`src/rtl/uart_pkg.sv`:
```
// Shared definitions for the memory-mapped UART transmitter: register offsets,
// STATUS field positions and the serialiser state encoding.
package uart_pkg;

    localparam logic [3:0] UART_TXDATA = 4'h0;
    localparam logic [3:0] UART_STATUS = 4'h4;

    localparam int STAT_FULL      = 0;
    localparam int STAT_EMPTY     = 1;
    localparam int STAT_BUSY      = 2;
    localparam int STAT_OVF       = 3;
    localparam int STAT_COUNT_LSB = 8;

    typedef enum logic [1:0] {
        IDLE  = 2'd0,
        START = 2'd1,
        DATA  = 2'd2,
        STOP  = 2'd3
    } uart_tx_state_e;

endpackage

```
`src/rtl/uart_tx_mmio_fifo.sv`:
```
// Synchronous FIFO with a registered read port: the head is loaded into o_rdata
// on the pop edge and held there until the next pop.
module sync_fifo #(
    parameter int WIDTH = 8,
    parameter int DEPTH = 16
) (
    input  logic                       clk,
    input  logic                       rst_n,
    input  logic                       i_push,
    input  logic [WIDTH-1:0]           i_wdata,
    input  logic                       i_pop,
    output logic [WIDTH-1:0]           o_rdata,
    output logic                       o_full,
    output logic                       o_empty,
    output logic [$clog2(DEPTH):0]     o_count
);

    localparam int AW = $clog2(DEPTH);
    localparam logic [AW:0]   FULL_CNT = (AW+1)'(DEPTH);
    localparam logic [AW:0]   CNT_ONE  = (AW+1)'(1);
    localparam logic [AW-1:0] PTR_ONE  = AW'(1);

    logic [WIDTH-1:0] r_mem [DEPTH];
    logic [AW-1:0]    r_wr_ptr;
    logic [AW-1:0]    r_rd_ptr;
    logic [AW:0]      r_count;
    logic [WIDTH-1:0] r_rdata;
    logic             w_push_ok;
    logic             w_pop_ok;

    assign o_full    = (r_count == FULL_CNT);
    assign o_empty   = (r_count == '0);
    assign o_count   = r_count;
    assign o_rdata   = r_rdata;
    // Full is judged before any same-cycle pop, so a push into a full FIFO is lost.
    assign w_push_ok = i_push & ~o_full;
    assign w_pop_ok  = i_pop & ~o_empty;

    // Storage array; contents need no reset since count gates every read.
    always_ff @(posedge clk) begin
        if (w_push_ok) begin
            r_mem[r_wr_ptr] <= i_wdata;
        end
    end

    // Pointers, occupancy and registered head.
    always_ff @(posedge clk or negedge rst_n) begin
        if (!rst_n) begin
            r_wr_ptr <= '0;
            r_rd_ptr <= '0;
            r_count  <= '0;
            r_rdata  <= '0;
        end else begin
            if (w_push_ok) begin
                r_wr_ptr <= r_wr_ptr + PTR_ONE;
            end
            if (w_pop_ok) begin
                r_rd_ptr <= r_rd_ptr + PTR_ONE;
                r_rdata  <= r_mem[r_rd_ptr];
            end
            case ({w_push_ok, w_pop_ok})
                2'b10:   r_count <= r_count + CNT_ONE;
                2'b01:   r_count <= r_count - CNT_ONE;
                default: r_count <= r_count;
            endcase
        end
    end

endmodule

```
`src/rtl/uart_tx_mmio.sv`:
```
// Memory-mapped 8N1 UART transmitter: bus decode, overflow flag, serialiser FSM
// with a single shared baud counter, and the registered serial output.
module uart_tx_mmio
    import uart_pkg::*;
#(
    parameter int CLKS_PER_BIT = 868,
    parameter int FIFO_DEPTH   = 16
) (
    input  logic        clk,
    input  logic        rst_n,
    input  logic        bus_sel,
    input  logic        bus_we,
    input  logic [3:0]  bus_addr,
    input  logic [31:0] bus_wdata,
    output logic [31:0] bus_rdata,
    output logic        uart_tx,
    output logic        irq_empty
);

    localparam int CW = $clog2(FIFO_DEPTH) + 1;
    localparam int BW = $clog2(CLKS_PER_BIT);
    localparam logic [BW-1:0] BAUD_LAST = BW'(CLKS_PER_BIT - 1);
    localparam logic [BW-1:0] BAUD_ONE  = BW'(1);

    uart_tx_state_e r_state;
    logic [BW-1:0]  r_baud;
    logic [2:0]     r_bit_idx;
    logic           r_tx;
    logic           r_ovf;
    logic [31:0]    r_rdata;

    logic           w_push;
    logic           w_pop;
    logic           w_rd;
    logic           w_status_rd;
    logic           w_full;
    logic           w_empty;
    logic [CW-1:0]  w_count;
    logic [7:0]     w_head;
    logic [31:0]    w_status;
    logic           w_busy;
    logic           w_unused;

    assign w_push      = bus_sel & bus_we & (bus_addr[3:2] == UART_TXDATA[3:2]);
    assign w_rd        = bus_sel & ~bus_we;
    assign w_status_rd = w_rd & (bus_addr[3:2] == UART_STATUS[3:2]);
    assign w_pop       = (r_state == IDLE) & ~w_empty;
    assign w_busy      = (r_state != IDLE);
    assign w_unused    = ^{bus_addr[1:0], bus_wdata[31:8]};

    assign bus_rdata = r_rdata;
    assign uart_tx   = r_tx;
    assign irq_empty = w_empty & ~w_busy;

    sync_fifo #(
        .WIDTH (8),
        .DEPTH (FIFO_DEPTH)
    ) u_fifo (
        .clk     (clk),
        .rst_n   (rst_n),
        .i_push  (w_push),
        .i_wdata (bus_wdata[7:0]),
        .i_pop   (w_pop),
        .o_rdata (w_head),
        .o_full  (w_full),
        .o_empty (w_empty),
        .o_count (w_count)
    );

    // STATUS word assembled from live flags.
    always_comb begin
        w_status                            = 32'd0;
        w_status[STAT_COUNT_LSB +: CW]      = w_count;
        w_status[STAT_OVF]                  = r_ovf;
        w_status[STAT_BUSY]                 = w_busy;
        w_status[STAT_EMPTY]                = w_empty;
        w_status[STAT_FULL]                 = w_full;
    end

    // Read capture and sticky overflow; a STATUS read returns the pre-clear flag.
    always_ff @(posedge clk or negedge rst_n) begin
        if (!rst_n) begin
            r_rdata <= 32'd0;
            r_ovf   <= 1'b0;
        end else begin
            if (w_rd) begin
                r_rdata <= w_status_rd ? w_status : 32'd0;
            end
            if (w_push & w_full) begin
                r_ovf <= 1'b1;
            end else if (w_status_rd) begin
                r_ovf <= 1'b0;
            end
        end
    end

    // Serialiser: the FIFO's registered head doubles as the shift register.
    always_ff @(posedge clk or negedge rst_n) begin
        if (!rst_n) begin
            r_state   <= IDLE;
            r_baud    <= '0;
            r_bit_idx <= 3'd0;
            r_tx      <= 1'b1;
        end else begin
            case (r_state)
                IDLE: begin
                    r_baud    <= '0;
                    r_bit_idx <= 3'd0;
                    r_tx      <= w_empty;
                    if (!w_empty) begin
                        r_state <= START;
                    end
                end
                START: begin
                    if (r_baud == BAUD_LAST) begin
                        r_baud    <= '0;
                        r_bit_idx <= 3'd0;
                        r_tx      <= w_head[0];
                        r_state   <= DATA;
                    end else begin
                        r_baud <= r_baud + BAUD_ONE;
                    end
                end
                DATA: begin
                    if (r_baud == BAUD_LAST) begin
                        r_baud <= '0;
                        if (r_bit_idx == 3'd7) begin
                            r_tx    <= 1'b1;
                            r_state <= STOP;
                        end else begin
                            r_bit_idx <= r_bit_idx + 3'd1;
                            r_tx      <= w_head[r_bit_idx + 3'd1];
                        end
                    end else begin
                        r_baud <= r_baud + BAUD_ONE;
                    end
                end
                STOP: begin
                    if (r_baud == BAUD_LAST) begin
                        r_baud  <= '0;
                        r_state <= IDLE;
                    end else begin
                        r_baud <= r_baud + BAUD_ONE;
                    end
                end
                default: begin
                    r_baud  <= '0;
                    r_tx    <= 1'b1;
                    r_state <= IDLE;
                end
            endcase
        end
    end

endmodule

```
`config.mk`:
```
export PLATFORM = sky130hd
export DESIGN_NAME = uart_tx_mmio
export DESIGN_NICKNAME = d
export VERILOG_FILES = /design/src/rtl/uart_pkg.sv /design/src/rtl/uart_tx_mmio_fifo.sv /design/src/rtl/uart_tx_mmio.sv
export SDC_FILE = /design/constraint.sdc
export NUM_CORES = 1
export LEC_CHECK = 0
export ABC_AREA = 1
export ABC_CLOCK_PERIOD_IN_PS = 7000
export BUFFER_PORTS_ARGS = -buffer_cell sky130_fd_sc_hd__buf_2
export CORE_MARGIN = 2
export CORE_UTILIZATION = 35
export DETAILED_ROUTE_END_ITERATION = 6
export PLACE_DENSITY_LB_ADDON = 0.3
export SETUP_SLACK_MARGIN = 0.02
export SLEW_MARGIN = 5
export SYNTH_ARGS = -nofsm -noshare
export SYNTH_HDL_FRONTEND = slang
export SYNTH_HIERARCHICAL = 1
export SYNTH_SLANG_ARGS = --single-unit
```
`constraint.sdc`:
```
create_clock -name clk -period 7 [get_ports clk]
set_input_delay 1.4 -clock clk [delete_from_list [all_inputs] [get_ports clk]]
set_output_delay 1.4 -clock clk [all_outputs]
set_load 0.01 [all_outputs]
```
# Word-level counts from Yosys, hierarchy flattened

Memories as Yosys holds them, arrays and structs flattened. A register that Yosys moved wholly into a read port is not among the register bits.
Index checks and enable logic that the tools add are counted.

Bits in registers: 62
Memory bits (writable): 128
Input port bits: 40
Output and inout port bits: 34
Logic and storage cells: 81
Memories kept: 1

$add $sub $neg: 6
$lt $le $gt $ge: 1
Equal/unequal tests: 15
Muxes and demuxes: 24
Bitwise operators: 13
Reduce and logical (&&, ||, !) cells: 12

Memories:

| memory       | depth | width | read ports | clocked after memory_dff | wr ports | line                    | source |
|---|---|---|---|---|---|---|---|
| u_fifo.r_mem | 16    | 8     | 1          | 1                        | 1        | uart_tx_mmio_fifo.sv:23 | `logic [WIDTH-1:0] r_mem [DEPTH];` |

Operator list:

| cell                                                                 | number |
|---|---|
| 10-bit case mux with 2 select lines                                  | 1 |
| 13-bit 2-to-1 mux                                                    | 1 |
| 2-bit inequality test, second input constant                         | 6 |
| 10-bit by 1-bit adder with 10-bit output, second input constant      | 1 |
| 10-bit == test, second input constant                                | 1 |
| 10-bit 2-to-1 mux                                                    | 1 |
| 2-bit 2-to-1 mux                                                     | 5 |
| 5-bit case mux with 2 select lines                                   | 1 |
| 1-bit bitwise AND                                                    | 9 |
| 3-bit 2-to-1 mux                                                     | 3 |
| 3-bit case mux with 3 select lines                                   | 1 |
| 4-bit by 1-bit adder with 4-bit output, second input constant        | 2 |
| 1-bit 2-to-1 mux                                                     | 8 |
| 2-bit case mux with 4 select lines                                   | 1 |
| 2-bit by 1-bit == test with 1-bit output, second input constant      | 3 |
| 2-bit == test, second input constant                                 | 3 |
| 2-bit nonzero test                                                   | 3 |
| 5-bit by 1-bit adder with 5-bit output, second input constant        | 1 |
| 5-bit == test, second input constant                                 | 1 |
| 5-bit zero test                                                      | 1 |
| 5-bit AND reduction                                                  | 1 |
| 5-bit by 1-bit subtractor with 5-bit output, second input constant   | 1 |
| 2-bit zero test                                                      | 2 |
| 3-bit by 4-bit < comparator with 1-bit output, second input constant | 1 |
| 10 further kinds                                                     | 13 |

# Longest topological paths before layout

Depth in word-level cells: 6
Depth in mapped cells: 17
Depth with buffers taken out: 16

# By module

Netlist, hierarchy kept.

Modules (own cells, without submodules):

| module       | instances | cells each | area an instance (sq um) | seq. area each (sq um) |
|---|---|---|---|---|
| sync_fifo    | 1         | 672        | 6687.7                   | 4369.2 |
| uart_tx_mmio | 1         | 209        | 1621.6                   | 651.9 |

# Worst setup path after synthesis

No wires, ideal clock.

Path type: input -> register
Start point: input bus_we
End point: register u_fifo.r_count[4] (netlist: u_fifo/o_count[4])
Library setup time: 0.065 ns
Arrival: 3.130 ns
Data required time: 6.935 ns
Path slack: 3.805 ns
Stages: 13
Buffers on the path: 2
Cells stage by stage: buf_2 > nand2_1 > nor3_1 > nand2_1 > buf_2 > ha_1 > ha_1 > nand2_1 > nand2_1 > a21oi_1 > xor2_1 > nand2_1 > nand2_1

Longest elaborated chain between the ends: 5
Elaborated cells on any way between the ends: 7
Classes of those cells: eq/ne: 2; mux: 1; bitwise: 3; reduce/logical: 1

Ends and longest elaborated chain:

| what                                                                      | line                    | source |
|---|---|---|
| from (decl)                                                               | uart_tx_mmio.sv:12      | `input logic bus_we,` |
| 1-bit bitwise AND * (2 in series)                                         | uart_tx_mmio.sv:44      | `assign w_push = bus_sel & bus_we & (bus_addr[3:2] == UART_TXDATA[3:2]);` |
| named net w_push                                                          | uart_tx_mmio.sv:32      | `logic w_push;` |
| 1-bit bitwise AND *                                                       | uart_tx_mmio_fifo.sv:36 | `assign w_push_ok = i_push & ~o_full;` |
| 2-bit by 1-bit == test with 1-bit output or 2-bit == test (tied branches) | uart_tx_mmio_fifo.sv:61 | `case ({w_push_ok, w_pop_ok})` |
| 5-bit case mux with 2 select lines or 2-bit nonzero test (tied branches)  | n/a                     |  |
| to (signal assigned)                                                      | uart_tx_mmio_fifo.sv:62 | `2'b10: r_count <= r_count + CNT_ONE;` |
| to (signal assigned)                                                      | uart_tx_mmio_fifo.sv:63 | `2'b01: r_count <= r_count - CNT_ONE;` |
| to (signal assigned)                                                      | uart_tx_mmio_fifo.sv:64 | `default: r_count <= r_count;` |
| to (decl)                                                                 | uart_tx_mmio_fifo.sv:26 | `logic [AW:0] r_count;` |

Mark *: on every way through the listed nets, which the timed path passes. The rest lies on a longest branch.
A chain may end at the register's enable or synchronous reset.

# Worst setup path after layout

Start point: input bus_we
End point: memory u_fifo.r_mem[2][0] (enable)

Longest elaborated chain between the ends: 5

Ends and longest elaborated chain:

| what                                   | line                    | source |
|---|---|---|
| 1-bit bitwise AND (2 in series)        | uart_tx_mmio.sv:44      |  |
| named net w_push                       | uart_tx_mmio.sv:32      |  |
| 1-bit bitwise AND                      | uart_tx_mmio_fifo.sv:36 |  |
| 1-bit 2-to-1 mux                       | uart_tx_mmio_fifo.sv:41 | `if (w_push_ok) begin` |
| 1-bit 2-to-1 mux (implied by the code) | uart_tx_mmio_fifo.sv:42 | `r_mem[r_wr_ptr] <= i_wdata;` |
| to (decl)                              | uart_tx_mmio_fifo.sv:23 |  |

The timed path passes the listed nets, and every way through them passes these cells.

==> flow_summary.yaml <==
synth:
  syn-cell-area_sq_um: 8310
  synth_compound_area_frac: 0.0167
  synth-xor-area-share: 0.0116
  synth_warnings: 6
  synthAdderAreaFrac: 0.0280
  synth-edff-count: 128
  synth.area.mux_share: 0
  synth.avg_cell_area_sq_um: 9.43
  synth_seq_cells: 175
  synth_top_family_by_area: "simple AND/OR/NAND/NOR gates"
  synth-simple-area-share: 0.231
  synth_ff_type: "edfxtp_1"
  synth_cells: 881
  yosysSeqAreaShare: 0.604
  async_flop_share: 0.269
  yosysUniqueCellTypes: 37
final_layout:
  drive_above_1_share: 0.0925
  regArea_sq_um: 5020
  area_delta_synth_final_pct: 11.7
  post-route-util: 0.397
  instances_no_fill: 1238
  layout.nets: 964
  multiInputGateArea_sq_um: 2480
  n_antenna_cell: 0
  fillerInstances: 2328
clocking:
  worstSkewPairLatency_ns: 0.43
  cts.clk_slew.worst_paths_ns: 0.07
  post_cts_buffers: 0
  cts_buffer_depth: 2
  tritoncts: "done"
  cts_made_buffers: 17
  clock_sinks: 175
  clockRootBuffer: "clkbuf_16"
  cts_max_level: 4
  hold_buffers: 0
  cts.repair.resized: 0
timing:
  period_needed_ns: 3.52
  fin_ws_ns: 3.48
  tns_ns: 0
  finalHoldViolCount: 0
  fmax_mhz: 284
  period_share: 0.502
  drv_slew: 0
  slew_headroom: 0.124
  skew_ns: 0.0140
  rsz0062_at_grt: "false"
  worst_pin_slew_ns: 1.30
  finalSetupViolCount: 0
detailed_routing:
  vias: 5591
  drc: 0
  vias_per_cell: 4.52
  wire_per_inst_microns: 13.7
  drtIter0Drc: 379
  drt_first_pass_iters: 5
  ant_nets: 0
  wirelength_mm: 17.0
critical_path:
  crit_required_ns: 7.04
  ff2ff_path_depth: 16
  cp-start-kind: "input pin"
  critical_path_arrival_ns: 3.55
  path_max_fanout: 23
  worstSetupPathType: "in -> reg"
  endpoint_kind: "flip-flop"
worst_hold_path:
  hp-class: "reg -> reg"
  holdPathStages: 2
run_status:
  outcome: "complete, no violations"
power_and_ir_drop:
  powerDensity_nw_per_um2: 367
  intPower_mw: 2.09
  peakVddDrop_mv: 0.182
  fin_total_pwr_mw: 3.40
  clockPowerShare: 0.283
  power_switching_share: 0.385
  p_leak_nw: 4.25
  pwr-share-comb: 0.338
  p_seq_frac: 0.379
  net-switching-power_mw: 1.31
floorplanning:
  design.core.area_sq_um: 23400
  io_pins: 74
  rows: 56
  die_x_microns: 158
  dieArea_sq_um: 25000
  die-height_microns: 158
  start_util: 0.355
global_routing:
  grt_pass1_wl_mm: 27.3
  grt_max_degree: 68
  antenna_found_initial: 0
  global_route.overflow_total: 0
  grt_pass1_vias: 5261
  grt_usage: 0.144
run:
  maxCapViolCount: 0
placement:
  place.gp.congestion: 0.742
  hpwlAfterDp_mm: 10.4
  preCtsSetupSlack_ns: 3.04
  dp_cells: 1206
  port_buffers: 24
-- sequential cells by signal (all words and copies together) (netlist names) --
| name | count |
|---|---|
| r_ovf | 1 |
| r_baud | 10 |
| u_fifo/o_count | 5 |
| r_bit_idx | 3 |
| r_state | 2 |
| u_fifo/r_wr_ptr | 4 |
| u_fifo/o_rdata | 8 |
| bus_rdata | 9 |
| u_fifo/r_rd_ptr | 4 |
| u_fifo/r_mem | 128 |
| uart_tx | 1 |
-- layer usage --
layer | global-route usage | wire length, microns | vias to the layer above
met5 | 0 | 0 | -
met4 | 0.0609 | 378 | 0
met3 | 0.0181 | 654 | 23
met2 | 0.245 | 8460 | 124
met1 | 0.185 | 7490 | 2634
li1 | - | - | 2810
-- area by class of cell --
| type | count | area share |
|---|---|---|
| Sequential cell | 175 | 0.541 |
| Multi-Input combinational cell | 528 | 0.267 |
| Inverter | 147 | 0.0596 |
| Clock buffer | 17 | 0.0458 |
| Tap cell | 319 | 0.0430 |
| Timing Repair Buffer | 37 | 0.0235 |
| Clock inverter | 15 | 0.0201 |
-- power by group through the flow --
stage               Combinational, mW  Sequential, mW  Clock, mW
floorplan                       0.902            1.30          0
global placement                 1.15            1.31          0
detailed placement               1.16            1.31          0
CTS                              1.17            1.29      0.985
global route                     1.32            1.31       1.03
finish                           1.15            1.29      0.963
-- cell usage in the layout (no fill, tap or decap), drive strengths merged --
master	count
a21oi	6
nor3	20
nor4	1
xnor2	5
nand3b	2
inv	154
xor2	6
ha	17
dfstp	1
a211oi	1
bufinv	1
nor2	25
edfxtp	128
or2	1
clkinvlp	1
conb	23
nor3b	1
a31oi	1
clkinv	6
o21ai	16
clkbuf	17
nand2	287
o21bai	1
buf	37
o21a	1
nand3	109
nand4	4
dfrtp	46
fa	1
-- critical path: stages --
cell     delay (ns)
buf_2          0.17
nand2_1        0.07
nor3_1         0.22
nand2_1        0.50
nor3_1         1.17
-- kinds of logic (layout without fill, tap and decap cells) --
| kind of cell | after synthesis | in the layout |
|---|---|---|
| AOI/OAI and AO/OA | 26 | 26 |
| DFF | 175 | 175 |
| buffers and inverters | 200 | 216 |
| other | 1 | 23 |
| xor gates and xnor gates | 11 | 11 |
| adders and majority gates | 18 | 18 |
| and+or+nand+nor | 450 | 450 |
-- through the flow --
stage	hold WS, ns	area [sq um]
finish	0.473	9280
global route	0.498	9280
CTS	0.484	9280
detailed placement	0.466	8670
global placement	0.465	8670
floorplan	0.449	8390
-- path summary, 6_finish.rpt --
path	from	to	slack (ns)
worst min-delay path	uart_tx	uart_tx	0.47
worst max-delay path	bus_we	u_fifo/r_mem[2][0]	3.48
worst min register to register	uart_tx	uart_tx	0.47
worst max register to register	r_state[0]	u_fifo/o_count[4]	4.07
max in group asynchronous	rst_n	u_fifo/r_rd_ptr[0]	5.49
min in group asynchronous	rst_n	r_baud[0]	1.05
-- cells in the mapped netlist (2+ instances only) --
master / n / area share
nand3_1: 109 / 0.066
clkinv_1: 2 / 0.00090
dfrtp_1: 46 / 0.14
xnor2_1: 5 / 0.0053
nor2_1: 22 / 0.0099
edfxtp_1: 128 / 0.46
nand2_1: 282 / 0.13
inv_1: 143 / 0.065
a21oi_1: 6 / 0.0036
buf_2: 17 / 0.010
o21ai_0: 16 / 0.0096
nand2_2: 4 / 0.0030
buf_1: 2 / 0.00090
ha_1: 17 / 0.026
nand4_1: 3 / 0.0023
nor2_2: 2 / 0.0015
clkbuf_1: 2 / 0.00090
nand3b_1: 2 / 0.0018
buf_4: 31 / 0.028
nor3_1: 20 / 0.012
xor2_1: 6 / 0.0063
(Power assumes the default switching activity.)
